File: src/rtl/ym3438_pkg.sv
// Shared types and constants for the YM3438 host I/O buffer.
package ym3438_pkg;

   localparam int BANK_W_MAX = 4;

   localparam int STAT_BUSY = 7;
   localparam int STAT_OVF  = 6;
   localparam int STAT_TB   = 1;
   localparam int STAT_TA   = 0;

   typedef struct packed {
      logic [BANK_W_MAX-1:0] bank;
      logic [7:0]            addr;
      logic [7:0]            data;
   } fifo_entry_t;

   function automatic int clog2(input int value);
      int r;
      r = 0;
      while ((1 << r) < value) r = r + 1;
      return r;
   endfunction

endpackage

File: src/rtl/ym3438_io_buf_if.sv
// Register-write handshake between the host buffer and the chip register file.
interface ym3438_io_buf_if #(
   parameter int BANK_W = 1
) ();
   logic              wr_valid;
   logic              wr_ready;
   logic [BANK_W-1:0] wr_bank;
   logic [7:0]        wr_addr;
   logic [7:0]        wr_data;

   modport master (output wr_valid, wr_bank, wr_addr, wr_data, input wr_ready);
   modport slave  (input wr_valid, wr_bank, wr_addr, wr_data, output wr_ready);
endinterface

File: src/rtl/ym3438_fifo.sv
// Power-of-two write queue with occupancy level; accepts a push at full when a pop frees a slot.
module ym3438_fifo import ym3438_pkg::*; #(
   parameter int  WIDTH = 8,
   parameter int  DEPTH = 4,
   localparam int PTR_W = clog2(DEPTH),
   localparam int LVL_W = PTR_W + 1
) (
   input  logic             clk,
   input  logic             rst_n,
   input  logic             push,
   input  logic             pop,
   input  logic [WIDTH-1:0] din,
   output logic [WIDTH-1:0] dout,
   output logic             push_ok,
   output logic [LVL_W-1:0] level,
   output logic             full,
   output logic             empty
);
   logic [WIDTH-1:0] mem [DEPTH];
   logic [PTR_W-1:0] wr_ptr;
   logic [PTR_W-1:0] rd_ptr;
   logic             pop_ok;

   assign empty   = (level == '0);
   assign full    = (level == LVL_W'(DEPTH));
   assign pop_ok  = pop & ~empty;
   assign push_ok = push & (~full | pop_ok);
   assign dout    = mem[rd_ptr];

   always_ff @(posedge clk or negedge rst_n) begin
      if (!rst_n) begin
         for (int i = 0; i < DEPTH; i++) mem[i] <= '0;
         wr_ptr <= '0;
         rd_ptr <= '0;
         level  <= '0;
      end else begin
         if (push_ok) begin
            mem[wr_ptr] <= din;
            wr_ptr      <= wr_ptr + PTR_W'(1);
         end
         if (pop_ok) rd_ptr <= rd_ptr + PTR_W'(1);
         case ({push_ok, pop_ok})
            2'b10:   level <= level + LVL_W'(1);
            2'b01:   level <= level - LVL_W'(1);
            default: level <= level;
         endcase
      end
   end

endmodule

File: src/rtl/ym3438_io_buf.sv
// Host-side buffer for the YM3438 register port: address latch, write queue,
// busy timer, status readback and timer interrupt.
module ym3438_io_buf import ym3438_pkg::*; #(
   parameter int  FIFO_DEPTH  = 4,
   parameter int  BUSY_CYCLES = 32,
   parameter int  BANK_W      = 1,
   localparam int LVL_W       = clog2(FIFO_DEPTH) + 1
) (
   input  logic             MCLK,
   input  logic             IC,
   input  logic             clk_en,
   input  logic             CS,
   input  logic             WR,
   input  logic             RD,
   input  logic [BANK_W:0]  address,
   input  logic [7:0]       data_i,
   input  logic             timer_a,
   input  logic             timer_b,
   input  logic [1:0]       irq_mask,
   input  logic             dbg_sel,
   input  logic [7:0]       dbg_data,
   ym3438_io_buf_if.master  wr_if,
   output logic [7:0]       data_o,
   output logic             data_oe,
   output logic             busy,
   output logic             irq,
   output logic             overflow,
   output logic [LVL_W-1:0] fifo_level
);
   localparam logic [7:0] BUSY_LOAD = 8'(BUSY_CYCLES);

   logic [1:0]        rst_sync;
   logic              rst_n;
   logic              wr_act, wr_act_q, rd_act_q;
   logic              host_wr, push_req, push_ok, pop, rd_end;
   logic              fifo_full, fifo_empty;
   logic [BANK_W-1:0] bank_q;
   logic [7:0]        addr_q;
   logic [7:0]        busy_cnt;
   logic [7:0]        status;
   fifo_entry_t       push_entry, head;

   // IC clears everything at once; release passes two flops so it lands on an MCLK edge
   always_ff @(posedge MCLK or negedge IC) begin
      if (!IC) rst_sync <= '0;
      else     rst_sync <= {rst_sync[0], 1'b1};
   end
   assign rst_n = rst_sync[1];

   assign wr_act   = ~CS & ~WR;
   assign host_wr  = wr_act & ~wr_act_q;
   assign push_req = host_wr & address[0];
   assign pop      = ~fifo_empty & wr_if.wr_ready & clk_en;
   assign rd_end   = ~CS & RD & rd_act_q & ~dbg_sel;

   always_comb begin
      push_entry      = '0;
      push_entry.bank = BANK_W_MAX'(bank_q);
      push_entry.addr = addr_q;
      push_entry.data = data_i;
   end

   ym3438_fifo #(
      .WIDTH ($bits(fifo_entry_t)),
      .DEPTH (FIFO_DEPTH)
   ) u_fifo (
      .clk     (MCLK),
      .rst_n   (rst_n),
      .push    (push_req),
      .pop     (pop),
      .din     (push_entry),
      .dout    (head),
      .push_ok (push_ok),
      .level   (fifo_level),
      .full    (fifo_full),
      .empty   (fifo_empty)
   );

   assign wr_if.wr_valid = ~fifo_empty;
   assign wr_if.wr_bank  = head.bank[BANK_W-1:0];
   assign wr_if.wr_addr  = head.addr;
   assign wr_if.wr_data  = head.data;

   if (BANK_W < BANK_W_MAX) begin : g_bank_pad
      logic unused_bank;
      assign unused_bank = ^head.bank[BANK_W_MAX-1:BANK_W];
   end

   assign busy    = (busy_cnt != 8'd0) | ~fifo_empty;
   assign data_oe = rst_n & ~CS & ~RD;

   always_comb begin
      status            = '0;
      status[STAT_BUSY] = busy;
      status[STAT_OVF]  = overflow;
      status[STAT_TB]   = timer_b;
      status[STAT_TA]   = timer_a;
   end

   always_ff @(posedge MCLK or negedge rst_n) begin
      if (!rst_n) begin
         wr_act_q <= 1'b0;
         rd_act_q <= 1'b0;
         bank_q   <= '0;
         addr_q   <= '0;
         busy_cnt <= '0;
         overflow <= 1'b0;
         data_o   <= '0;
         irq      <= 1'b0;
      end else begin
         wr_act_q <= wr_act;
         rd_act_q <= ~CS & ~RD;
         if (host_wr & ~address[0]) begin
            bank_q <= address[BANK_W:1];
            addr_q <= data_i;
         end
         if (push_ok)                          busy_cnt <= BUSY_LOAD;
         else if (clk_en && busy_cnt != 8'd0)  busy_cnt <= busy_cnt - 8'd1;
         // a dropped push in the same cycle as the read end keeps the flag set
         if (push_req & ~push_ok) overflow <= 1'b1;
         else if (rd_end)         overflow <= 1'b0;
         data_o <= data_oe ? (dbg_sel ? dbg_data : status) : 8'h00;
         irq    <= (timer_a & ~irq_mask[0]) | (timer_b & ~irq_mask[1]);
      end
   end

endmodule

File: src/flat_wrapper.sv
// flat-port wrapper written by rule: the top's interface ports become plain ports
module ym3438_io_buf_flat import ym3438_pkg::*;
#(
   parameter int  FIFO_DEPTH  = 4,
   parameter int  BUSY_CYCLES = 32,
   parameter int  BANK_W      = 1,
   localparam int LVL_W       = clog2(FIFO_DEPTH) + 1
)
  (MCLK, IC, clk_en, CS, WR, RD, address, data_i, timer_a, timer_b, irq_mask, dbg_sel, dbg_data, data_o, data_oe, busy, irq, overflow, fifo_level, wr_if_wr_valid, wr_if_wr_bank, wr_if_wr_addr, wr_if_wr_data, wr_if_wr_ready);
  ym3438_io_buf_if #(.BANK_W(BANK_W)) wr_if_i ();
  input  logic MCLK;
  input  logic IC;
  input  logic clk_en;
  input  logic CS;
  input  logic WR;
  input  logic RD;
  input  logic [BANK_W:0] address;
  input  logic [7:0] data_i;
  input  logic timer_a;
  input  logic timer_b;
  input  logic [1:0] irq_mask;
  input  logic dbg_sel;
  input  logic [7:0] dbg_data;
  output logic [7:0] data_o;
  output logic data_oe;
  output logic busy;
  output logic irq;
  output logic overflow;
  output logic [LVL_W-1:0] fifo_level;
  output wire logic [$bits(wr_if_i.wr_valid)-1:0] wr_if_wr_valid;
  output wire logic [$bits(wr_if_i.wr_bank)-1:0] wr_if_wr_bank;
  output wire logic [$bits(wr_if_i.wr_addr)-1:0] wr_if_wr_addr;
  output wire logic [$bits(wr_if_i.wr_data)-1:0] wr_if_wr_data;
  input wire logic [$bits(wr_if_i.wr_ready)-1:0] wr_if_wr_ready;
  assign wr_if_wr_valid = wr_if_i.wr_valid;
  assign wr_if_wr_bank = wr_if_i.wr_bank;
  assign wr_if_wr_addr = wr_if_i.wr_addr;
  assign wr_if_wr_data = wr_if_i.wr_data;
  assign wr_if_i.wr_ready = wr_if_wr_ready;
  ym3438_io_buf #(.FIFO_DEPTH(FIFO_DEPTH), .BUSY_CYCLES(BUSY_CYCLES), .BANK_W(BANK_W)) u_core (.MCLK(MCLK), .IC(IC), .clk_en(clk_en), .CS(CS), .WR(WR), .RD(RD), .address(address), .data_i(data_i), .timer_a(timer_a), .timer_b(timer_b), .irq_mask(irq_mask), .dbg_sel(dbg_sel), .dbg_data(dbg_data), .wr_if(wr_if_i), .data_o(data_o), .data_oe(data_oe), .busy(busy), .irq(irq), .overflow(overflow), .fifo_level(fifo_level));
endmodule
File: config.mk
export PLATFORM = sky130hd
export DESIGN_NAME = ym3438_io_buf_flat
export DESIGN_NICKNAME = d
export VERILOG_FILES = /design/src/rtl/ym3438_pkg.sv /design/src/rtl/ym3438_io_buf_if.sv /design/src/rtl/ym3438_fifo.sv /design/src/rtl/ym3438_io_buf.sv /design/src/flat_wrapper.sv
export SDC_FILE = /design/constraint.sdc
export NUM_CORES = 1
export LEC_CHECK = 0
export ABC_AREA = 1
export BUFFER_PORTS_ARGS = -buffer_cell sky130_fd_sc_hd__buf_2
export CORE_ASPECT_RATIO = 1.1
export CORE_MARGIN = 2
export CORE_UTILIZATION = 62
export CTS_BUF_LIST = sky130_fd_sc_hd__clkbuf_16
export CTS_CLUSTER_SIZE = 24
export DETAILED_ROUTE_END_ITERATION = 12
export PLACE_DENSITY_LB_ADDON = 0.2
export SLEW_MARGIN = 20
export SYNTH_ARGS = -nofsm -noshare
export SYNTH_HDL_FRONTEND = slang
export SYNTH_SLANG_ARGS = --single-unit
File: constraint.sdc
create_clock -name MCLK -period 10.6 [get_ports MCLK]
set_input_delay 0.53 -clock MCLK [delete_from_list [all_inputs] [get_ports MCLK]]
set_output_delay 0.53 -clock MCLK [all_outputs]
set_load 0.01 [all_outputs]
Word-level counts from Yosys, hierarchy flattened
Cells that the tools add are included.
Word-level totals
  register bits after elaboration: 118
  logic and storage cells: 80
  output and inout bits: 33
  input port bits: 30
Cells by class
  muxes and demuxes: 13
  bitwise operators: 33
  add/sub/neg operators: 5
  $lt $le $gt $ge: 3
  reductions and logical operators: 7
  equality and inequality tests: 3
Operators by type and width (number)
  $bwmux W80: 1
  $bmux W20 S2: 1
  $demux W20 S2: 1
  $mux W17: 2
  $mux W8: 4
  $mux W20: 1
  $and A1 B1 Y1: 17
  $not A1 Y1: 11
  $reduce_bool A8 Y1: 1
  $sub A8 B1 Y8 const B: 1
  $ge A3 B3 Y1 const B: 2
  $not A2 Y3: 2
  $pmux W3 S2: 1
  $reduce_bool A2 Y1: 3
  $add A2 B1 Y2 const B: 2
  $add A3 B1 Y3 const B: 1
  $eq A3 B3 Y1 const B: 1
  $logic_not A3 Y1: 1
  $lt A3 B1 Y1 const B: 1
  $or A1 B1 Y1: 3
  $sub A3 B1 Y3 const B: 1
  $eq A2 B1 Y1 const B: 1
  $eq A2 B2 Y1 const B: 1
  $logic_and A1 B1 Y1: 2
  $mux W1: 2

Logic depth before layout (Yosys ltp)
  depth after elaboration: 10
  depth in mapped cells: 12
  mapped depth without buffers: 10

Modules after synthesis
From an unflattened synthesis, not the netlist that was laid out.
Second synthesis, totals
  cells, all modules: 662
  area, all modules: 5691.7 um2
By module, submodules not included
  ym3438_fifo: instances 1, cells each 520, area each 4301.6 um2
  ym3438_io_buf: instances 1, cells each 142, area each 1390.1 um2

Least setup slack after synthesis
Ideal clock, no wire load.
  kind: reg-to-output
  start: register u_core.rst_sync[1]
  end: output port data_oe
  slack: 6.764 ns
  stages on the path, launching flop included: 3
  data arrival time: 3.306 ns
  cells stage by stage: dfrtp_1 -> nand2_1 -> inv_1
Between the ends
  word-level cells in the longest chain between the ends: 2
RTL lines
  from (decl): line ym3438_io_buf.sv:32  | logic [1:0] rst_sync;
  from (signal assigned): line ym3438_io_buf.sv:46  | else rst_sync <= {rst_sync[0], 1'b1};
  $and A1 B1 Y1 (2 in a row): line ym3438_io_buf.sv:90  | assign data_oe = rst_n & ~CS & ~RD;
  to (decl): line flat_wrapper.sv:25  | output logic data_oe;
Every way passes these cells.

Worst setup path after layout
  start: register u_core.u_fifo.level[1]
  end: register u_core.u_fifo.level[2]
Between the ends
  word-level cells in the longest chain between the ends: 9
  elaborated cells on any way between the ends: 15
RTL lines
  from (decl): line ym3438_fifo.sv:15  | output logic [LVL_W-1:0] level,
  from (signal assigned): line ym3438_fifo.sv:43  | 2'b10: level <= level + LVL_W'(1);
  from (signal assigned): line ym3438_fifo.sv:44  | 2'b01: level <= level - LVL_W'(1);
  from (signal assigned): line ym3438_fifo.sv:45  | default: level <= level;
  $logic_not A3 Y1: line ym3438_fifo.sv:24  | assign empty = (level == '0);
  $not A1 Y1: line ym3438_fifo.sv:26, ym3438_io_buf.sv:53
  $and A1 B1 Y1 (2 in a row): line ym3438_io_buf.sv:53  | assign pop = ~fifo_empty & wr_if.wr_ready & clk_en;
  $and A1 B1 Y1: line ym3438_fifo.sv:26  | assign pop_ok = pop & ~empty;
  $or A1 B1 Y1: line ym3438_fifo.sv:27  | assign push_ok = push & (~full | pop_ok);
  $and A1 B1 Y1: line ym3438_fifo.sv:27
  $eq A2 B1 Y1 / $eq A2 B2 Y1 (equally long branches): line ym3438_fifo.sv:42  | case ({push_ok, pop_ok})
  $pmux W3 S2 / $reduce_bool A2 Y1 (equally long branches)
Parallel ways exist; a longest one is shown, timed or not.
A chain may end at the register's enable or synchronous reset.

==> results.py <==
metrics = {
    "clocking": {
        "cts_tree": "done",
        "clkLatencyLatePin_ps": 340,
        "ctsResizeCount": 0,
        "htreeDepth": 3,
        "numClockSinks": 106,
        "clock_path_buffers": 2,
        "cts_buffers": 9,
        "root_buffer": "clkbuf_16",
        "clkSlewWorstSetupHoldPaths_ps": 70,
    },
    "logic_synthesis": {
        "yosysTopAreaCell": "dfrtp_1",
        "async_flop_share_pct": 100,
        "ys.flop_type": "dfrtp_1",
        "synth_seq_area_share_pct": 53.9,
        "synth_edf_count": 0,
        "synthCells": 574,
        "synth_top_area_share_pct": 53.9,
        "yosys_warnings": 0,
        "synth_common_cells": "nand2_1 (166), dfrtp_1 (106), o21ai_0 (86), nor2_1 (57), inv_1 (27)",
        "syn-num-nets": 611,
        "synthTopCellsByArea": "dfrtp_1 (54%), nand2_1 (13%), o21ai_0 (8.7%)",
        "synth_cell_types": 31,
        "synth-seq-cells": 106,
        "postSynthAreaPerCell_um2": 8.58,
        "yosysMostFrequentCell": "nand2_1",
        "syn-cell-area_um2": 4920,
    },
    "setup_path": {
        "cp-start-kind": "flip-flop",
        "r2r_slack_ps": 7810,
        "cp_data_arrival_time_ps": 3010,
        "cp-end-kind": "flip-flop",
        "cp_max_fo": 90,
        "worstPathRequired_ps": 10820,
        "worstSetupPathType": "flip-flop to flip-flop",
    },
    "final_layout": {
        "multi_input_comb_area_um2": 2000,
        "fill_cells": 633,
        "utilization_pct": 71.1,
        "fin_area_um2": 5560,
        "nets": 659,
        "regArea_um2": 2660,
        "drive_gt1_share_pct": 16.4,
        "area_delta_synth_final_pct": 13.0,
        "diodes": 0,
    },
    "min_path": {
        "hold_path.class": "primary input to flip-flop",
    },
    "power": {
        "p_per_area_nw_per_um2": 292,
        "ir_drop_v": 0.000166,
        "cellLeakagePower_nw": 2.84,
    },
    "route": {
        "initialDrtViolationCount": 445,
        "drc": 0,
        "drtAntennaViolNets": 0,
        "drt-wirelength-per-cell_um": 16.1,
        "drtPass1Iterations": 5,
        "vias_per_cell": 5.69,
        "num_vias": 4182,
        "wl_um": 11800,
    },
    "floorplanning": {
        "core_area_um2": 7830,
        "io_pins": 63,
        "start_util_pct": 62.9,
        "die_area_um2": 8670,
        "die_y_um": 97.5,
        "rows": 34,
        "die_w_um": 89.0,
    },
    "sta": {
        "skew_ps": 6.45,
        "rsz0062_at_grt": "false",
        "tns_ps": 0,
        "worstMarginPinSlew_ps": 1060,
        "finalCriticalPeriod_ps": 2790,
        "hold_viol_final": 0,
        "timing.slew.headroom_pct": 29.0,
        "finalSetupViolCount": 0,
        "max_freq_mhz": 359,
        "fin_crit_sh_pct": 26.3,
        "drv_slew": 0,
    },
    "flow_run": {
        "timing.max_cap.violations": 0,
    },
    "global_route": {
        "grt-ovfl-total": 0,
        "grtUsageTotal_pct": 29.1,
        "grt_pass1_vias": 4012,
        "grt_pass1_wl_um": 19600,
        "antenna_found_initial": 0,
        "grt_start_max_net_pins": 91,
    },
    "status": {
        "status": "finished, final reports clean",
    },
    "placement": {
        "dp_hpwl_um": 7120,
        "dpl-instance-area_um2": 5230,
        "place.gp.congestion": 0.810,
        "io_buffers": 62,
    },
}
==> registers in the layout (all words and copies together) (netlist names), 2 cells and up <==
register / count
u_core.data_o: 8
u_core.u_fifo.rd_ptr: 2
u_core.rst_sync: 2
u_core.u_fifo.mem: 68
u_core.addr_q: 8
u_core.u_fifo.level: 3
u_core.busy_cnt: 8
u_core.u_fifo.wr_ptr: 2
==> critical path, cell delays in order (launching register included) <==
cell	delay [ps]
dfrtp_1	410
nor2_1	190
nand3_2	130
nand2_4	690
ha_1	280
inv_1	80
fa_1	390
a21oi_1	150
o21ai_0	120
xor2_1	150
==> timing repair <==
| item | CTS | global route |
|---|---|---|
| hold buffers | 1 | 0 |
| setup buffers | 0 | 0 |
| endpoints found under the hold margin | 2 | 0 |
==> routing by layer <==
layer	track usage, %	vias to the layer above	wire length [um]
li1	-	1979	-
met1	40.3	2037	4900
met2	46.6	149	5980
met3	5.95	17	719
met4	8.61	0	208
met5	0	-	0
==> stage by stage <==
step           total power, mW  cells  hold slack (ps)  setup WS (ps)
2_1_floorplan             1.06    574              234           6760
3_3_place_gp              1.23    718              316           7770
3_5_place_dp              1.26    718              321           7690
4_1_cts                   1.63    735              338           7840
5_1_grt                   1.74    735              345           7630
6_report                  1.62    735              345           7810
==> logic make-up (layout without fill, tap and decap cells) <==
| logic type | Yosys count | in the layout | synth area share (%) |
|---|---|---|---|
| adders and majority gates | 7 | 7 | 1.93 |
| other | 1 | 1 | 0.0761 |
| muxes | 9 | 9 | 2.06 |
| DFF | 106 | 106 | 53.9 |
| and+or+nand+nor | 257 | 257 | 21.7 |
| buffers and inverters | 57 | 110 | 5.51 |
| AOI/OAI and AO/OA | 132 | 132 | 14.0 |
| xor gates and xnor gates | 5 | 5 | 0.889 |
==> final timing paths <==
kind | start | endpoint | cells after the start
setup / recovery | u_core.u_fifo.level[1] | u_core.u_fifo.level[2] | 9
hold / removal | irq_mask[1] | u_core.irq | 2
setup reg to reg | u_core.u_fifo.level[1] | u_core.u_fifo.level[2] | 9
hold reg to reg | u_core.rst_sync[0] | u_core.rst_sync[1] | 0
max in group asynchronous | u_core.rst_sync[1] | u_core.u_fifo.mem[7] | 1
min in group asynchronous | u_core.rst_sync[1] | u_core.u_fifo.level[0] | 0
==> cells in the final DEF, fill, tap and decap left out, types with 4 or more instances in the layout <==
master     netlist  layout
inv_1           27      27
buf_2            1      62
nand4_1          5       5
nor2_1          57      57
dfrtp_1        106     105
ha_1             6       6
nand3_1         17      17
nand2_1        166     166
mux2_2           9       9
o21ai_0         86      86
xor2_1           4       4
clkbuf_16        0       9
nor2_4           6       6
o21ai_1         24      24
o22ai_1         18      18
==> report_power, final <==
| group | internal [mW] | switching [mW] |
|---|---|---|
| clock | 0.209 | 0.154 |
| combinational | 0.210 | 0.385 |
| sequential | 0.560 | 0.104 |
| total | 0.979 | 0.643 |
==> cell type report <==
cell class	count	share of cell area, %
clock buffer	9	4.05
clock inverter	7	1.84
inverter	29	1.96
multi-input combinational	411	36.0
sequential	106	47.7
tap	108	2.43
timing repair buffer	65	6.03
No activity file was read; power rests on OpenSTA's default activity.
